`src/rtl/sid_i2s.sv`:
```
// I2S transmitter for the SID audio path: 64-BCK Philips frames, 24-bit slots, BCK = clk / (2*BCK_DIV).
// Define I2S_EXT_IN_EN to add the loop-in receiver (i2s_din -> ext_audio_o / ext_valid).
module sid_i2s #(
    parameter int BCK_DIV = 4
) (
    input  logic        clk,
    input  logic        res,
    input  logic [47:0] audio_i,
`ifdef I2S_EXT_IN_EN
    input  logic        i2s_din,
    output logic [47:0] ext_audio_o,
    output logic        ext_valid,
`endif
    output logic        i2s_bck,
    output logic        i2s_lrck,
    output logic        i2s_dout,
    output logic        frame_o
);
    localparam int DW = (BCK_DIV > 2) ? $clog2(BCK_DIV) : 1;

    logic [DW-1:0] div_cnt;
    logic [5:0]    bit_cnt;
    logic [5:0]    bit_nxt;
    logic [47:0]   shreg;
    logic          toggle;
    logic          fall_ev;

    assign toggle  = (div_cnt == DW'(BCK_DIV - 1));
    assign fall_ev = toggle & i2s_bck;
    assign bit_nxt = bit_cnt + 6'd1;

    function automatic logic in_slot(input logic [5:0] k);
        return ((k >= 6'd1) && (k <= 6'd24)) || ((k >= 6'd33) && (k <= 6'd56));
    endfunction

    always_ff @(posedge clk) begin
        if (res) begin
            div_cnt  <= '0;
            bit_cnt  <= 6'd63;
            i2s_bck  <= 1'b0;
            i2s_lrck <= 1'b1;
            i2s_dout <= 1'b0;
            frame_o  <= 1'b0;
            shreg    <= '0;
        end else begin
            frame_o <= 1'b0;
            div_cnt <= toggle ? '0 : div_cnt + DW'(1);
            if (toggle)
                i2s_bck <= ~i2s_bck;
            // All data, word select and framing move on the BCK falling edge only.
            if (fall_ev) begin
                bit_cnt <= bit_nxt;
                if (bit_nxt == 6'd0) begin
                    shreg    <= audio_i;
                    frame_o  <= 1'b1;
                    i2s_lrck <= 1'b0;
                    i2s_dout <= 1'b0;
                end else begin
                    if (bit_nxt == 6'd32)
                        i2s_lrck <= 1'b1;
                    if (in_slot(bit_nxt)) begin
                        i2s_dout <= shreg[47];
                        shreg    <= {shreg[46:0], 1'b0};
                    end else begin
                        i2s_dout <= 1'b0;
                    end
                end
            end
        end
    end

`ifdef I2S_EXT_IN_EN
    logic        rise_ev;
    logic [23:0] rx_left;
    logic [23:0] rx_right;

    assign rise_ev = toggle & ~i2s_bck;

    // Capture on the BCK rising edge, mid-bit, while bit_cnt still names the bit on the wire.
    always_ff @(posedge clk) begin
        if (res) begin
            rx_left     <= '0;
            rx_right    <= '0;
            ext_audio_o <= '0;
            ext_valid   <= 1'b0;
        end else begin
            ext_valid <= 1'b0;
            if (rise_ev) begin
                if ((bit_cnt >= 6'd1) && (bit_cnt <= 6'd24))
                    rx_left <= {rx_left[22:0], i2s_din};
                if ((bit_cnt >= 6'd33) && (bit_cnt <= 6'd56))
                    rx_right <= {rx_right[22:0], i2s_din};
                if (bit_cnt == 6'd56) begin
                    ext_audio_o <= {rx_left, rx_right[22:0], i2s_din};
                    ext_valid   <= 1'b1;
                end
            end
        end
    end
`endif

endmodule

```
`config.mk`:
```
export PLATFORM = sky130hd
export DESIGN_NAME = sid_i2s
export DESIGN_NICKNAME = d
export VERILOG_FILES = /design/src/rtl/sid_i2s.sv
export SDC_FILE = /design/constraint.sdc
export NUM_CORES = 1
export LEC_CHECK = 0
export CAP_MARGIN = 15
export CORE_ASPECT_RATIO = 0.75
export CORE_UTILIZATION = 54
export CTS_BUF_LIST = sky130_fd_sc_hd__clkbuf_2 sky130_fd_sc_hd__clkbuf_4 sky130_fd_sc_hd__clkbuf_8
export DETAILED_ROUTE_END_ITERATION = 7
export GPL_TIMING_DRIVEN = 0
export PLACE_DENSITY = 0.78
export SLEW_MARGIN = 20
export SYNTH_ARGS = -nofsm -noshare
export SYNTH_HDL_FRONTEND = slang
export SYNTH_SLANG_ARGS = --single-unit
```
`constraint.sdc`:
```
create_clock -name clk -period 3.2 [get_ports clk]
set_input_delay 0.32 -clock clk [delete_from_list [all_inputs] [get_ports clk]]
set_output_delay 0.32 -clock clk [all_outputs]
set_load 0.02 [all_outputs]
```
---- Word-level counts from Yosys, hierarchy flattened ----
Index checks and enable logic that the tools add are counted.
word-level totals
  bits in registers ....................... 60
  bits of input ports ..................... 50
  output and inout port bits .............. 4
  logic and storage cells ................. 35
operators by class
  add/sub/neg operators ................... 2
  $lt $le $gt $ge ......................... 4
  equal/unequal tests ..................... 2
  multiplexer cells ....................... 7
  bitwise operators ....................... 3
  reductions and logical operators ........ 10
operator list
  cell                                                                                 count
  48-bit 2-to-1 mux                                                                    2
  6-bit by 1-bit adder with 6-bit output, second input constant                        1
  6-bit equality test, second input constant                                           1
  6-bit by 1-bit greater-or-equal comparator with 1-bit output, second input constant  1
  6-bit greater-or-equal comparator, second input constant                             1
  6-bit by 5-bit less-or-equal comparator with 1-bit output, second input constant     1
  6-bit less-or-equal comparator, second input constant                                1
  6-bit zero test                                                                      1
  1-bit 2-to-1 mux                                                                     5
  2-bit AND reduction                                                                  2
  2-bit nonzero test                                                                   2
  2-bit OR reduction                                                                   2
  2-bit by 1-bit adder with 2-bit output, second input constant                        1
  2-bit equality test, second input constant                                           1
  1-bit logical AND                                                                    2
  1-bit inverter                                                                       2
  1-bit bitwise AND                                                                    1
  1-bit logical OR                                                                     1

---- Logic depth before layout (Yosys ltp) ----
Gate-level depths: netlist of run 1.
  depth in word-level cells ............... 6
  depth in mapped cells ................... 11
  mapped depth without buffers ............ 7

---- Least setup slack after synthesis of run 1 ----
OpenSTA, ideal clock, no wires.
  path type ............................... flip-flop to flip-flop
  start point ............................. register bit_cnt[0]
  end point ............................... register shreg[9]
  library setup time ...................... 0.139 ns
  data arrival time ....................... 2.274 ns
  data required time ...................... 3.061 ns
  setup slack ............................. 0.787 ns
  stages on the path, launching flop included .. 11
  buffers on the path ..................... 3
  clock period less this slack ............ 2.413 ns
  cells stage by stage .................... dfxtp_1 ha_1 buf_2 xnor2_1 nand2_1 or3_1 a311o_1 buf_2 clkbuf_1 a221oi_1 a311oi_1
on the way
  cells in the longest elaborated chain, start to end .. 6
  elaborated cells between the ends (all ways) .. 12
  classes of those cells .................. add/sub: 1; order compare: 4; mux: 1; reduce/logical: 6
RTL lines
  what                                                                                  RTL line  text
  from (decl)                                                                           22        logic [5:0] bit_cnt;
  from (signal assigned)                                                                52        bit_cnt <= bit_nxt;
  6-bit by 1-bit adder with 6-bit output *                                              30        assign bit_nxt = bit_cnt + 6'd1;
  6-bit by 1-bit greater-or-equal comparator with 1-bit output (tied with other cells)  33        return ((k >= 6'd1) && (k <= 6'd24)) || ((k >= 6'd33) && (k <= 6'd56));
  1-bit logical AND                                                                     33
  1-bit logical OR                                                                      33
  2-bit nonzero test (no source line)                                                   --
  2-bit AND reduction (no source line)                                                  --
  to (signal assigned)                                                                  54        shreg <= audio_i;
  to (signal assigned)                                                                  63        shreg <= {shreg[46:0], 1'b0};
  to (decl)                                                                             24        logic [47:0] shreg;
Mark *: on every way between the ends. The rest lies on a longest branch, timed or not.
A chain may end at the register's enable or synchronous reset.

---- Worst setup path after layout of run 1 ----
  start point ............................. register bit_cnt[0]
  end point ............................... register shreg[7]
Same word-level chain as after synthesis.

==> reports/results.tsv, run 1 <==
stage	metric	value	unit
status	run status	complete, no violations	
floorplan	die area	0.00587	mm^2
route	DR vias/cell	5.95	
setup_path	Worst setup EP type	flip-flop	
synth	most instantiated library cell after synthesis	dfxtp_1	
clock_tree	clock tree buffer depth	2	
clock_tree	CTS Root Cell	clkbuf_8	
clock_tree	TritonCTS clock tree	yes	
floorplan	die width	88.1	um
cells_and_area	Register Area	0.00120	mm^2
setup_path	worst path arrival time	3.17	ns
synth	Distinct cells, synth	38	
setup_path	cells along the critical path	ha_1 > buf_2 > xnor2_1 > a22oi_1 > nor4_2 > buf_2 > clkbuf_1 > nor2_1 > a221oi_1 > a311oi_1	
route	via count	2958	
sta	RSZ-0062 raised after global routing	false	
sta	Worst-Margin Slew	0.517	ns
route	ANT nets after route	0	
sta	fmax	337	MHz
min_path	HP Class	flip-flop to flip-flop	
floorplan	initial core utilization	0.561	
route	drt pass-1 iters	5	
floorplan	core area	0.00535	mm^2
clock_tree	post_cts resized	0	
synth	Synth area leaders	dfxtp_1 40%, a311oi_1 14%, a221oi_1 13%	
floorplan	Die H	66.6	um
cells_and_area	Layout area overhead	26.2	%
synth	cell taking the most area after synthesis	dfxtp_1	
cells_and_area	share of cells above drive strength 1	0.0758	
clock_tree	Clock transition at path regs	0.07	ns
pwr	Leak	1.27	nW
sta	Max-slew headroom	0.655	
cells_and_area	area used by multi-input combinational logic	0.00142	mm^2
setup_path	Required @ worst endpoint	3.41	ns
synth	synthesized flop and latch total	60	
sta	Finish-stage setup viols	0	
setup_path	slowest CP cell	dfxtp_1	
setup_path	Setup CP Type	flip-flop to flip-flop	
floorplan	placement row count	23	
clock_tree	CTS buffer count	9	
synth	Syn Nets	408	
setup_path	startpoint types	flip-flop	
floorplan	IO Count	54	
cells_and_area	# diodes	0	
sta	fin. max-slew vios	0	
clock_tree	hold buffer count at cts	0	
synth	syn avg cell area	8.49	um^2
pwr	maximum vdd drop	0.252	mV
clock_tree	CTS Sinks	60	
route	1st-iter DRT viols	191	
global_routing	vias in the first global route	2588	
sta	Clock Skews	0.00782	ns
route	final WL	7.70	mm
cells_and_area	nets@finish	471	
global_routing	Tot GR Track Use	0.272	
setup_path	slowest stage delay, CP	0.52	ns
cells_and_area	Fillers	451	
placement	DP Wirelength	5.29	mm
synth	async set-reset flop share out of synthesis	0	
pwr	Final Total Pwr	1.56	mW
route	post-route DRC violation count	0	
clock_tree	setup bufs post-CTS	0	
synth	Post-Syn Instances	354	
synth	number of synthesized flops with an enable pin	0	
synth	Top FF cell, synth	dfxtp_1	
global_routing	largest net degree at the start of global routing	11	
synth	synth warn	0	
placement	port bufs	52	
sta	minimum clock period	2.96	ns
global_routing	first-pass GRT wire length	12.1	mm
setup_path	most used cell, CP	buf_2	
placement	GPL Wtd Cong	0.870	
synth	sequential share of the synthesized area	0.400	
sta	period utilization	0.926	
clock_tree	Clk Latency, worst-skew pair	0.34	ns
synth	mapped cell area	0.00301	mm^2
sta	final hold violation count	0	
synth	area share of the largest cell type after synthesis	0.400	
clock_tree	H-Tree Depth	3	
sta	setup TNS	0	ns
global_routing	initial antenna violation count	0	
pwr	power per cell area	410	mW/mm^2
synth	top cells by count, synth	60 x dfxtp_1, 53 x nor2_1, 51 x inv_1	
job	# Max-Cap Violations	0	
global_routing	gr ovfl total	0	
route	WL/cell	15.5	um
setup_path	worst-path fanout max	10	
## flip-flops by register name (all words and copies together) (netlist names)
name,count
div_cnt,2
i2s_lrck,1
bit_cnt,6
i2s_bck,1
shreg,48
frame_o,1
i2s_dout,1
## metal layers
metal / wire, um / global-route usage / vias to the layer above
met5: 0 / 0 / -
met4: 46 / 0.0806 / 0
met3: 567 / 0.0929 / 7
met2: 3440 / 0.399 / 123
met1: 3650 / 0.375 / 1396
li1: - / - / 1432
## final timing paths
check	to	from	depth (start not counted)	slack [ns]
worst min register to register	div_cnt[0]$_SDFF_PP0_	div_cnt[0]$_SDFF_PP0_	1	0.43
worst max register to register	shreg[7]$_SDFFE_PP0P_	bit_cnt[0]$_SDFFE_PP1P_	10	0.24
worst max-delay path	shreg[7]$_SDFFE_PP0P_	bit_cnt[0]$_SDFFE_PP1P_	10	0.24
worst min-delay path	div_cnt[0]$_SDFF_PP0_	div_cnt[0]$_SDFF_PP0_	1	0.43
## through the flow
stage	area [um^2]	std cells	hold WS (ns)	setup WS, ns	utilization
final	3790	497	0.430	0.235	0.709
after global routing	3790	497	0.465	0.0777	0.709
after CTS	3790	497	0.436	0.258	0.709
after detailed placement	3620	481	0.426	0.287	0.676
after global placement	3620	481	0.413	0.404	0.676
after floorplan	3010	354	0.404	0.787	-
## cell families (layout without fill, tap and decap cells)
group / count (synthesis) / after routing / share of synthesized area
compound gates: 108 / 108 / 0.308
buf+inv: 94 / 162 / 0.128
simple gates: 80 / 80 / 0.123
flops: 60 / 60 / 0.400
xor+xnor: 7 / 7 / 0.0204
fa+ha+maj: 4 / 4 / 0.0167
mux: 1 / 1 / 0.00375
## cell usage in the layout, fill, tap and decap left out, types with 2 or more instances in the layout
master | netlist | routed
clkbuf_8 | 0 | 10
a221oi_1 | 46 | 46
nand2_1 | 5 | 5
dfxtp_1 | 60 | 60
nand2b_1 | 4 | 4
xnor2_1 | 6 | 6
or3_1 | 2 | 2
buf_6 | 3 | 3
clkinv_2 | 0 | 4
nor3_1 | 2 | 2
inv_1 | 51 | 51
buf_2 | 8 | 8
nor2_1 | 53 | 53
nand4_1 | 2 | 2
a21oi_1 | 4 | 4
clkbuf_1 | 31 | 31
a21o_1 | 2 | 2
a311oi_1 | 47 | 47
ha_1 | 4 | 4
nand3_1 | 4 | 4
clkdlybuf4s50_1 | 0 | 52
## layout make-up
cell class              count  area share
well taps                  75      0.0247
flip-flops and latches     60       0.317
repair buffers             52       0.137
clock inverters             5     0.00726
clock buffers              11      0.0383
plain buffers              43      0.0511
inverters                  51      0.0505
multi-input cells         200       0.374
## power breakdown
group	leakage, nW	switching (mW)	internal [mW]
registers	0.484	0.00448	0.757
logic	0.693	0.0984	0.0849
clock network	0.0923	0.305	0.305
total	1.27	0.408	1.15
## worst max-delay path: cells and delay by family, from the launching register on
kind,cells,cell delay [ns]
flops,1,0.52
simple gates,2,0.55
compound gates,3,0.48
xor+xnor,1,0.14
buf+inv,3,0.93
fa+ha+maj,1,0.20
Note: power is estimated with default switching activity, not from simulation.
==> run 2: changes to the inputs <==
SKIP_LAST_GASP = 1   (was not set)
==> results of run 2 <==
No change in the layout: final DEF, timing and power equal those of run 1.
